File: config.mk
export PLATFORM = sky130hd
export DESIGN_NAME = sfx_player
export DESIGN_NICKNAME = d
export VERILOG_FILES = /design/src/rtl/sfx_pkg.sv /design/src/rtl/sfx_channel.sv /design/src/rtl/sfx_player.sv
export SDC_FILE = /design/constraint.sdc
export NUM_CORES = 1
export LEC_CHECK = 0
export BUFFER_PORTS_ARGS = -buffer_cell sky130_fd_sc_hd__buf_2
export CORE_AREA = 5 5 238 414
export DETAILED_ROUTE_END_ITERATION = 7
export DIE_AREA = 0 0 243 419
export PLACE_DENSITY = 0.48
export SETUP_SLACK_MARGIN = 0.5
export SLEW_MARGIN = 20
export SYNTH_ARGS = -nofsm -noshare
export SYNTH_HDL_FRONTEND = slang
export SYNTH_HIERARCHICAL = 1
export SYNTH_SLANG_ARGS = --single-unit
File: constraint.sdc
create_clock -name clk -period 5.6 [get_ports clk]
set_input_delay 0.84 -clock clk [delete_from_list [all_inputs] [get_ports clk]]
set_output_delay 0.84 -clock clk [all_outputs]
set_load 0.02 [all_outputs]
File: src/rtl/sfx_pkg.sv
// Shared types and constants for the multi-channel square-wave tone player.
package sfx_pkg;

   localparam int unsigned FREQ_W    = 32;
   localparam int unsigned REM_W     = FREQ_W + 1;
   localparam int unsigned DIV_ITERS = 32;
   localparam int unsigned ITER_W    = $clog2(DIV_ITERS);

   typedef enum logic [1:0] {
      ST_IDLE = 2'd0,
      ST_CALC = 2'd1,
      ST_PLAY = 2'd2
   } ch_state_e;

endpackage

File: src/rtl/sfx_channel.sv
// One tone channel: serial divider for the half period, then a beat-quantised
// 50%-duty square wave until the note length expires or the note is stopped.
module sfx_channel
   import sfx_pkg::*;
#(
   parameter int unsigned CLK_FREQ = 100_000_000,
   parameter int unsigned LEN_W    = 9
) (
   input  logic              clk,
   input  logic              rst_n,
   input  logic              beat_tick_i,
   input  logic              start_i,
   input  logic              stop_i,
   input  logic [FREQ_W-1:0] freq_i,
   input  logic [LEN_W-1:0]  len_i,
   output logic              tone_o,
   output logic              busy_o,
   output logic              done_c_o
);

   ch_state_e         state_q, state_d;
   logic [ITER_W-1:0] iter_q, iter_d;
   logic [REM_W-1:0]  rem_q, rem_d;
   logic [FREQ_W-1:0] quo_q, quo_d;
   logic [REM_W-1:0]  den_q, den_d;
   logic [LEN_W-1:0]  len_q, len_d;
   logic              rest_q, rest_d;
   logic [FREQ_W-1:0] half_cnt_q, half_cnt_d;
   logic [LEN_W-1:0]  beat_cnt_q, beat_cnt_d;
   logic              fresh_q, fresh_d;
   logic              tone_q, tone_d;
   logic              busy_q;
   logic              done_c;

   logic [REM_W:0]    rem_sh;
   logic [REM_W-1:0]  rem_sub;
   logic              div_ge;
   logic [FREQ_W-1:0] half;
   logic              half_last;

   // Restoring divider step; quo_q shifts the numerator out and the quotient in
   always_comb begin
      rem_sh    = {rem_q, quo_q[FREQ_W-1]};
      div_ge    = (rem_sh >= {1'b0, den_q});
      rem_sub   = REM_W'(rem_sh - {1'b0, den_q});
      half      = (quo_q == '0) ? FREQ_W'(1) : quo_q;
      half_last = (half_cnt_q == (half - FREQ_W'(1)));
   end

   always_comb begin
      state_d    = state_q;
      iter_d     = iter_q;
      rem_d      = rem_q;
      quo_d      = quo_q;
      den_d      = den_q;
      len_d      = len_q;
      rest_d     = rest_q;
      half_cnt_d = half_cnt_q;
      beat_cnt_d = beat_cnt_q;
      fresh_d    = 1'b0;
      tone_d     = tone_q;
      done_c     = 1'b0;

      if (stop_i) begin
         state_d = ST_IDLE;
         tone_d  = 1'b0;
      end else if (start_i) begin
         state_d    = ST_CALC;
         iter_d     = '0;
         rem_d      = '0;
         quo_d      = FREQ_W'(CLK_FREQ);
         den_d      = {freq_i, 1'b0};
         len_d      = len_i;
         rest_d     = (freq_i == '0);
         half_cnt_d = '0;
         tone_d     = 1'b0;
      end else begin
         case (state_q)
            ST_CALC: begin
               quo_d = {quo_q[FREQ_W-2:0], div_ge};
               rem_d = div_ge ? rem_sub : rem_sh[REM_W-1:0];
               if (iter_q == ITER_W'(DIV_ITERS - 1)) begin
                  state_d    = ST_PLAY;
                  beat_cnt_d = len_q;
                  half_cnt_d = '0;
                  fresh_d    = 1'b1;
               end else begin
                  iter_d = iter_q + ITER_W'(1);
               end
            end
            ST_PLAY: begin
               if (half_last) begin
                  half_cnt_d = '0;
                  tone_d     = ~tone_q & ~rest_q;
               end else begin
                  half_cnt_d = half_cnt_q + FREQ_W'(1);
               end
               // A tick on the first PLAY cycle is not counted; len 0 plays forever
               if (beat_tick_i && !fresh_q && (len_q != '0)) begin
                  if (beat_cnt_q == LEN_W'(1)) begin
                     state_d = ST_IDLE;
                     tone_d  = 1'b0;
                     done_c  = 1'b1;
                  end else begin
                     beat_cnt_d = beat_cnt_q - LEN_W'(1);
                  end
               end
            end
            default: ;
         endcase
      end
   end

   always_ff @(posedge clk or negedge rst_n) begin
      if (!rst_n) begin
         state_q    <= ST_IDLE;
         iter_q     <= '0;
         rem_q      <= '0;
         quo_q      <= '0;
         den_q      <= '0;
         len_q      <= '0;
         rest_q     <= 1'b0;
         half_cnt_q <= '0;
         beat_cnt_q <= '0;
         fresh_q    <= 1'b0;
         tone_q     <= 1'b0;
         busy_q     <= 1'b0;
      end else begin
         state_q    <= state_d;
         iter_q     <= iter_d;
         rem_q      <= rem_d;
         quo_q      <= quo_d;
         den_q      <= den_d;
         len_q      <= len_d;
         rest_q     <= rest_d;
         half_cnt_q <= half_cnt_d;
         beat_cnt_q <= beat_cnt_d;
         fresh_q    <= fresh_d;
         tone_q     <= tone_d;
         busy_q     <= (state_d != ST_IDLE);
      end
   end

   assign tone_o   = tone_q;
   assign busy_o   = busy_q;
   assign done_c_o = done_c;

endmodule

File: src/rtl/sfx_player.sv
// Multi-channel tone player: shared free-running beat generator plus N_CH
// independent tone channels sliced out of the packed request buses.
module sfx_player
   import sfx_pkg::*;
#(
   parameter int unsigned N_CH      = 2,
   parameter int unsigned CLK_FREQ  = 100_000_000,
   parameter int unsigned BEAT_FREQ = 8,
   parameter int unsigned LEN_W     = 9
) (
   input  logic                   clk,
   input  logic                   reset,
   input  logic [N_CH-1:0]        start,
   input  logic [N_CH-1:0]        stop,
   input  logic [N_CH*FREQ_W-1:0] freq,
   input  logic [N_CH*LEN_W-1:0]  len,
   output logic [N_CH-1:0]        tone_out,
   output logic [N_CH-1:0]        busy,
   output logic [N_CH-1:0]        done,
   output logic                   beat_tick
);

   localparam int unsigned BEAT_W    = 32;
   localparam int unsigned BEAT_DIV  = CLK_FREQ / BEAT_FREQ;
   localparam int unsigned BEAT_LAST = BEAT_DIV - 1;

   logic [BEAT_W-1:0] beat_cnt_q, beat_cnt_d;
   logic              beat_tick_q;

   // Beat counter never restarts on channel activity, only on reset
   always_comb begin
      beat_cnt_d = beat_cnt_q + BEAT_W'(1);
      if (beat_cnt_q == BEAT_W'(BEAT_LAST)) begin
         beat_cnt_d = '0;
      end
   end

   always_ff @(posedge clk or negedge reset) begin
      if (!reset) begin
         beat_cnt_q  <= '0;
         beat_tick_q <= 1'b0;
      end else begin
         beat_cnt_q  <= beat_cnt_d;
         beat_tick_q <= (beat_cnt_d == BEAT_W'(BEAT_LAST));
      end
   end

   assign beat_tick = beat_tick_q;

   for (genvar i = 0; i < N_CH; i++) begin : g_ch
      sfx_channel #(
         .CLK_FREQ (CLK_FREQ),
         .LEN_W    (LEN_W)
      ) u_ch (
         .clk         (clk),
         .rst_n       (reset),
         .beat_tick_i (beat_tick_q),
         .start_i     (start[i]),
         .stop_i      (stop[i]),
         .freq_i      (freq[i*FREQ_W +: FREQ_W]),
         .len_i       (len[i*LEN_W +: LEN_W]),
         .tone_o      (tone_out[i]),
         .busy_o      (busy[i]),
         .done_c_o    (done[i])
      );
   end

endmodule

==> metrics.md, run 1 <==
| Metric | Value |
|---|---|
| Root Buffer | clkbuf_16 |
| I/O Pins | 95 |
| Dpl hpwl | just over 50000 um |
| DR vias/cell | between 5 and 6 |
| Final setup viols | 0 |
| Worst setup EP type | flop |
| WHS | roughly 0.26 ns |
| CP cell instances | nor4_2 -> and2_1 -> and3_1 -> a21oi_1 -> ha_1 -> xor2_1 -> or3b_2 -> a21oi_1 -> a311oi_1 -> or4_1 -> a2111oi_2 -> and4_1 -> buf_12 -> buf_4 -> nor4b_1 -> a211o_1 |
| Final setup margin | approximately 0.81 ns |
| Minimum clock period | 4.79 ns |
| Peak supply drop | ~0.20 mV |
| DRC | 0 |
| Layout fillers | 10300 |
| Distinct cells, synth | 93 |
| RSZ-0062 raised after global routing | no |
| Core area | 0.0950 mm2 |
| Final Power | about 6.4 mW |
| Slowest CP cell | nor4_2 |
| Syn Inst Count | 2595 |
| Port Buffer Count | 94 |
| Synth Register Bits | around 350 |
| HP Class | primary input to asynchronous set/reset pin |
| Worst path arrival time | around 5.3 ns |
| Clock slew seen by the registers of the worst setup and hold paths | 0.06 ns |
| Placed Instances | approximately 3800 |
| Pre-CTS setup slack | about 0.74 ns |
| Largest net degree at the start of global routing | 98 |
| CP max FO | 25 |
| Mapped Area | approximately 0.023 mm2 |
| Drt first-iter violations | 913 |
| Final Wtd Congestion | ~0.87 |
| Global-route wire length before repair | ~110000 um |
| Actual slew at the worst max-slew pin | roughly 1.1 ns |
| Die footprint | 0.102 mm2 |
| Async S/R FF share, synth | 100% |
| H-tree depth | 2 |
| Top FF cell, synth | dfrtp_1 |
| Std cell rows | 150 |
| CTS tree | built |
| Skew final | roughly 0.025 ns |
| Syn nets | 2766 |
| Slew margin rel. | around 28% |
| Layout cell share with drive strength beyond 1 | a little over a tenth |
| Max Cap Viol | 0 |
| CTS sink cnt | 349 |
| Sequential fraction of the synthesis area | 38.8% |
| Ys Warns | 6 |
| Status | complete, no violations |
| Slowest stage delay, CP | about 0.54 ns |
| Crit Path Class | flop to flop |
| Vias in the first global route | 19600 |
| Synthesized area per cell | slightly below 9 um2 |
| Slew Viols, Final | 0 |
| Number of flops mapped to enable cells by yosys | 0 |
| Starting density of the core | 23.7% |
| Power Density | ~250 mW/mm2 |
| Worst path required time | just over 6 ns |
| Grt total ovfl | 0 |
| DR vias | a little under 20000 |
| Final Cycle Share | 85.5% |
| FMAX | 209 MHz |
| Total track usage | between 10% and 20% |
| 1st-pass router iterations | 7 |
| CTS buffer count | 38 |
| DR WL/cell | around 18 um |
| Clk_lat worst skew | about 0.59 ns |
| Cell mode on critical path | a21oi_1 |
| Final wirelength | ~68000 um |
| CTS Buffer Depth | 3 |
| Fin cells | 3846 |
| Area growth from synthesis to layout | 13.5% |
| Nets@finish | around 2800 |
| Post-route antenna net violation count | 0 |
| Setup crit start kind | flop |
| P_leak | roughly 11 nW |
| Final hold violation count | 0 |
| Die H | roughly 420 um |
| Setup TNS | 0 ns |
| Setup bufs post-CTS | 0 |
| Die Width | ~240 um |
| Initial antenna violation count | 8 |
-- cells in the final DEF (no fill, tap or decap), drive strengths merged, types with 12 or more instances in the layout --
| master | count |
|---|---|
| or2 | 22 |
| xnor2 | 96 |
| nor2b | 24 |
| and3 | 40 |
| clkbuf | 50 |
| and4 | 15 |
| or4 | 13 |
| buf | 126 |
| ha | 81 |
| o21a | 13 |
| a221o | 12 |
| a21oi | 132 |
| mux2i | 47 |
| dfrtp | 349 |
| nand2 | 265 |
| nand3 | 129 |
| nand3b | 14 |
| inv | 121 |
| nand2b | 18 |
| nor4b | 12 |
| a22o | 33 |
| a31oi | 30 |
| and2 | 21 |
| nor2 | 161 |
| a21o | 41 |
| xor2 | 47 |
| nor3 | 56 |
| a32oi | 18 |
| nand4 | 59 |
| o22a | 21 |
| nor4 | 71 |
| o22ai | 20 |
| or3 | 37 |
| o21ai | 233 |
| mux2 | 21 |
-- state kept, by name (all words and copies together) (netlist names) --
name	flops
g_ch.u_ch/rem_q	66
g_ch.u_ch/den_q	64
g_ch.u_ch/half_cnt_q	64
g_ch.u_ch/quo_q	64
beat_cnt_q	32
g_ch.u_ch/beat_cnt_q	18
g_ch.u_ch/len_q	18
g_ch.u_ch/iter_q	10
g_ch.u_ch/state_q	4
g_ch.u_ch/busy_o	2
g_ch.u_ch/fresh_q	2
g_ch.u_ch/rest_q	2
g_ch.u_ch/tone_o	2
beat_tick	1
-- worst max-delay path, delay by kind of cell (launching register included) --
family / cells / cell delay (ns)
DFF: 1 / 0.48
adders and majority gates: 1 / 0.25
and+or+nand+nor: 7 / 2.36
buffers and inverters: 2 / 0.42
xor gates and xnor gates: 1 / 0.20
AOI/OAI and AO/OA: 5 / 0.95
-- worst paths after layout --
| kind | start | end | depth (start not counted) | slack (ns) |
|---|---|---|---|---|
| setup / recovery | g_ch[0].u_ch/quo_q[9] | g_ch[0].u_ch/half_cnt_q[2] | 16 | 0.81 |
| hold / removal | reset | g_ch[0].u_ch/beat_cnt_q[3] | 1 | 0.26 |
| hold reg to reg | g_ch[1].u_ch/iter_q[3] | g_ch[1].u_ch/iter_q[3] | 1 | 0.48 |
| min in group clk | len[10] | g_ch[1].u_ch/len_q[1] | 3 | 0.46 |
| setup reg to reg | g_ch[0].u_ch/quo_q[9] | g_ch[0].u_ch/half_cnt_q[2] | 16 | 0.81 |
| max in group asynchronous | reset | g_ch[0].u_ch/quo_q[21] | 2 | 4.18 |
-- cells by family (layout without fill, tap and decap cells) --
group,after synthesis,in the layout,synth area share [%]
buffers and inverters,283,313,5.05
muxes,68,68,3.14
and+or+nand+nor,988,988,23.2
adders and majority gates,84,84,4.72
xor gates and xnor gates,143,143,5.56
AOI/OAI and AO/OA,680,680,19.6
DFF,349,349,38.8
other,0,5,0
-- metal layers --
| layer | up-vias | global-route usage (%) | routed length, um |
|---|---|---|---|
| li1 | 9496 | - | - |
| met1 | 9476 | 14.5 | 27200 |
| met2 | 271 | 25.0 | 36300 |
| met3 | 134 | 1.73 | 1980 |
| met4 | 6 | 4.87 | 2510 |
| met5 | - | 0 | 34 |
-- cell type report --
cell class	instances	area (um2)	share of cell area, %
tap	1216	1520	5.95
inverter	120	450	1.76
antenna	5	12.5	0.0489
clock inverter	17	250	0.979
clock buffer	50	1110	4.33
multi-input combinational	1963	12700	49.8
timing repair buffer	126	758	2.97
sequential	349	8730	34.2
-- synthesized netlist by cell type (all sizes together), types with 8 or more instances --
library cell	instances	share of area, %
or2	22	0.61
a211oi	8	0.27
nand3	129	2.9
nor4	71	2.2
xnor2	96	3.7
o31a	8	0.31
nor3	56	1.3
and2	21	0.58
nand2b	18	0.50
xor2	47	1.8
a32oi	18	0.73
o21bai	9	0.30
and3	40	1.1
nand3b	14	0.47
a21oi	132	2.9
and4	15	0.58
a31oi	30	0.83
ha	81	4.5
a311oi	10	0.39
o21ai	233	5.2
a221o	12	0.53
or3	37	1.0
mux2	21	1.0
nor2b	24	0.67
o21a	13	0.43
nand4b	9	0.35
dfrtp	349	39
o31ai	11	0.37
o41ai	10	0.46
or4	13	0.48
a2111oi	8	0.37
mux2i	47	2.1
inv	120	2.0
nor2	161	2.7
nand2	265	4.4
buf	34	0.90
o22a	21	0.82
nor4b	12	0.60
o22ai	20	0.56
nand4	59	1.7
a21o	41	1.4
a22o	33	1.3
nor3b	8	0.29
o311ai	11	0.43
clkbuf	129	2.2
-- timing repair --
item	4_1_cts	5_1_grt
hold buffers	0	0
setup endpoints to repair	0	11
resized for setup	0	3
-- power by group --
| part | switching, mW | total, mW | internal (mW) | leakage [nW] |
|---|---|---|---|---|
| registers | 0.134 | 2.80 | 2.66 | 4.54 |
| clock network | 1.17 | 2.80 | 1.63 | 0.657 |
| logic | 0.513 | 0.835 | 0.322 | 5.44 |
-- through the flow --
stage | util (%) | area, um2
global placement | 25.5 | 24200
floorplan | - | 22500
CTS | 26.9 | 25500
finish | 26.9 | 25600
global route | 26.9 | 25600
detailed placement | 25.5 | 24200
Power figures use the tool's default switching activity.
==> run 2, diff against run 1 <==
- ABC_AREA: unset -> 1
- CORE_AREA: 5 5 238 414 -> 5 5 243 422
- DIE_AREA: 0 0 243 419 -> 0 0 248 427
==> run 2 against run 1 <==
  * Combinational power increased by 100%
  * Die area grew 4.0%
  * Synthesized cell count rose by 25%
  * Fmax up 22%
  * Clock power shrank 2%
  * Cell area increased by 4.5%
  * Core utilization rose by 0.081 points
  * Critical path depth up 3
  * Total power up 15%
  * Sequential share of layout area shrank 1.5 points
  * Largest cell class unchanged
  * Largest power group unchanged
==> metrics.md, run 2 <==
| Metric | Value |
|---|---|
| Status | complete, no violations |
| Mapped Area | 0.0235 mm2 (+4.3%) |
| Clk_lat worst skew | 0.58 ns (about the same) |
| Routed length on met1 | 28100 um (+3.3%) |
| Layout cell share with drive strength beyond 1 | 8.48% (-2.2 points) |
| Buffers & Inverters on Critical Path | 1 (-1) |
| Crit Path Class | flop to flop |
| Worst r2r src | g_ch[1].u_ch/quo_q[29] |
| Minimum clock period | 3.93 ns (-0.853 ns) |
| Die footprint | 0.106 mm2 (+4.0%) |
| Routed wl met2 | 38700 um (+6.6%) |
| Simple-Gate Fraction of Synth Area | 27.8% (+4.6 points) |
| Die H | 427 um (+1.9%) |
| Final Wtd Congestion | 0.918 (+5.8%) |
| Most common cell after layout, fill and taps aside | nand2_1 |
| Synth top area share | 37.2% (-1.6 points) |
| Yosys top cell by area | dfrtp_1 |
| DRC | 0 (unchanged) |
| Largest family of logic cells by synthesized area | simple AND/OR/NAND/NOR gates |
| Setup bufs post-CTS | 0 (unchanged) |
| Vias in the first global route | 21600 (+10%) |
| Final wirelength | 71200 um (+4.7%) |
| Slowest stage delay, CP | 0.80 ns (+0.26 ns) |
| HP Class | primary input to asynchronous set/reset pin |
| Clock power share | 37.4% (-6.1 points) |
| DR WL/cell | 15.3 um (-14%) |
| Largest cells by area after synthesis | dfrtp_1, nand2_1, inv_1, nor2_1, xor2_1 |
| Root Buffer | clkbuf_16 |
| Total track usage | 13.3% (+0.32 points) |
| Cts-stage hold buffer count | 0 (unchanged) |
| I/O Pins | 95 (unchanged) |
| Family with the most delay on the worst path | simple AND/OR/NAND/NOR gates |
| Most flops, register | g_ch.u_ch/rem_q |
| Slew margin rel. | 28.4% (-0.030 points) |
| CTS sink cnt | 349 (unchanged) |
| Drt first-iter violations | 1061 (+16%) |
| Post-route antenna net violation count | 0 (unchanged) |
| Distinct cells, synth | 59 (-37%) |
| Post-synthesis mux area share | 0% (-3.1 points) |
| Grt total ovfl | 0 (unchanged) |
| Internal | 4.92 mW (+6.5%) |
| DR vias/cell | 4.48 (-11%) |
| Switch Pwr | 2.45 mW (+35%) |
| Dpl hpwl | 55100 um (+9.5%) |
| Worst path arrival time | 4.34 ns (-0.92 ns) |
| Worst path required time | 6.01 ns (-0.07 ns) |
| Synth Register Bits | 349 (unchanged) |
| FMAX | 254 MHz (+22%) |
| Top FF cell, synth | dfrtp_1 |
| Core area | 0.0990 mm2 (+4.2%) |
| Uppermost routed layer | met5 |
| Met3 wire length | 2010 um (+1.4%) |
| 1st-pass router iterations | 5 (-2) |
| Std cell rows | 153 (+2.0%) |
| Seq pwr share | 39.3% (-4.2 points) |
| Final Cycle Share | 70.3% (-15 points) |
| Number of flops mapped to enable cells by yosys | 0 (unchanged) |
| Post-synthesis xor/xnor area fraction | 7.34% (+1.8 points) |
| P_leak | 12.4 nW (+16%) |
| Power Density | 276 mW/mm2 (+9.6%) |
| H-tree depth | 2 (unchanged) |
| Syn nets | 3422 (+24%) |
| Cts repair resizes | 0 (unchanged) |
| Switching share of total power | 33.2% (+5.0 points) |
| DR vias | 20900 (+7.8%) |
| Setup crit start kind | flop |
| Max reg flops | 66 (unchanged) |
| Slew Viols, Final | 0 (unchanged) |
| Skew final | 0.0317 ns (+0.00628 ns) |
| Clock slew seen by the registers of the worst setup and hold paths | 0.07 ns (about the same) |
| Area growth from synthesis to layout | 13.8% |
| Syn Inst Count | 3251 (+25%) |
| Actual slew at the worst max-slew pin | 1.07 ns (+0.00768 ns) |
| Async S/R FF share, synth | 100% (unchanged) |
| Slowest CP cell | nand2_1 |
| Compound-cell area share of the yosys netlist | 13.9% (-5.7 points) |
| Sequential fraction of the synthesis area | 37.2% (-1.6 points) |
| CP Launch Point | g_ch[1].u_ch/quo_q[29] |
| CP cell instances | nor2_1 -> nand3_1 -> nor2_1 -> nand2_1 -> nor2_1 -> nor2_1 -> ha_1 -> nand2_1 -> nor2_2 -> nand2_1 -> inv_1 -> nand3_1 -> nor2_1 -> xor2_1 -> nand3_1 -> nor2_2 -> nand3_2 -> nand2_1 -> o22ai_1 |
| Commonest non-fill, non-tap cells in the layout | nand2_1, inv_1, dfrtp_1 |
| Area share of fa/ha/maj cells after synthesis | 4.48% (-0.24 points) |
| Initial antenna violation count | 2 (-6) |
| CTS buffer count | 40 (+5.3%) |
| RSZ-0062 raised after global routing | no |
| Cell mode on critical path | nor2_1 |
| Final Power | 7.37 mW (+15%) |
| Count leader, synth | nand2_1 |
| Final setup viols | 0 (unchanged) |
| CTS Buffer Depth | 3 (unchanged) |
| Largest net degree at the start of global routing | 140 (+43%) |
| Comb pwr share | 23.3% (+10 points) |
| Peak supply drop | 0.166 mV (-15%) |
| Final hold violation count | 0 (unchanged) |
| CTS tree | built |
| Synthesized area per cell | 7.23 um2 (-17%) |
| Starting density of the core | 23.7% (about the same) |
| Max Cap Viol | 0 (unchanged) |
| CP max FO | 29 (+16%) |
| Layout fillers | 11000 (+6.4%) |
| Worst setup EP type | flop |
| Nets@finish | 3491 (+26%) |
| Ys Warns | 6 (unchanged) |
| Die Width | 248 um (+2.1%) |
| Synth top cells by count | nand2_1, inv_1, dfrtp_1 |
| Global-route wire length before repair | 115000 um (+5.3%) |
| Setup TNS | 0 ns (unchanged) |
| Flop2flop setup slack | 1.67 ns (+0.85 ns) |
| Port Buffer Count | 94 (unchanged) |
## run 2: cell types whose count changed in the layout (fill, tap and decap cells not counted), sizes merged, moves of 40 or more
cell   delta
nand2   +540
o22ai    +54
nor2    +205
xor2     +77
o21ai    +40
nand3    +42
mux2i    -47
inv     +352
## run 2: logic make-up (layout without fill, tap and decap cells)
group / Yosys count / count (layout)
and+or+nand+nor: 1505 / 1505
AOI/OAI and AO/OA: 563 / 563
buffers and inverters: 555 / 652
DFF: 349 / 349
xor gates and xnor gates: 196 / 196
adders and majority gates: 83 / 83
other: 0 / 1
## run 2: power by group through the flow
stage / Sequential, mW / Combinational (mW) / Clock, mW
final: 2.90 / 1.71 / 2.75
after global routing: 2.93 / 1.98 / 2.95
after CTS: 2.90 / 1.74 / 2.88
after detailed placement: 2.94 / 1.73 / 0
after global placement: 2.94 / 1.73 / 0
after floorplan: 2.90 / 1.25 / 0
## run 2: worst paths after layout
path                                                     to  cells past startpoint
worst min register to register        g_ch[1].u_ch/den_q[1]                      2
min in group clk                      g_ch[0].u_ch/len_q[0]                      3
worst max register to register  g_ch[1].u_ch/half_cnt_q[29]                     19
worst min-delay path                 g_ch[1].u_ch/den_q[19]                      1
worst max-delay path            g_ch[1].u_ch/half_cnt_q[29]                     19
max in group asynchronous             g_ch[0].u_ch/den_q[9]                      2
## run 2: cell type report
class,count,area [um2],area share [%]
clock inverter,17,210,0.786
tap,1317,1650,6.17
timing repair buffer,108,611,2.28
antenna,1,2.50,0.00936
clock buffer,53,1120,4.20
sequential,349,8730,32.7
multi-input combinational,2347,12600,47.2
inverter,474,1780,6.66
## run 2: stage by stage
stage,cell area (um2),hold slack (ns),std cells,util (%),setup WS [ns]
after global placement,25400,0.480,4595,25.7,1.66
after CTS,26700,0.164,4665,27.0,1.66
after detailed placement,25400,0.489,4595,25.7,1.67
after global routing,26700,0.198,4665,27.0,1.27
after floorplan,23500,0.438,3251,-,2.82
final,26700,0.176,4666,27.0,1.67
## run 2: per-layer routing
metal / global-route usage (%) / vias to the layer above
met5: 0 / -
met4: 4.61 / 2
met3: 1.31 / 116
met2: 25.8 / 291
met1: 15.0 / 9853
li1: - / 10600
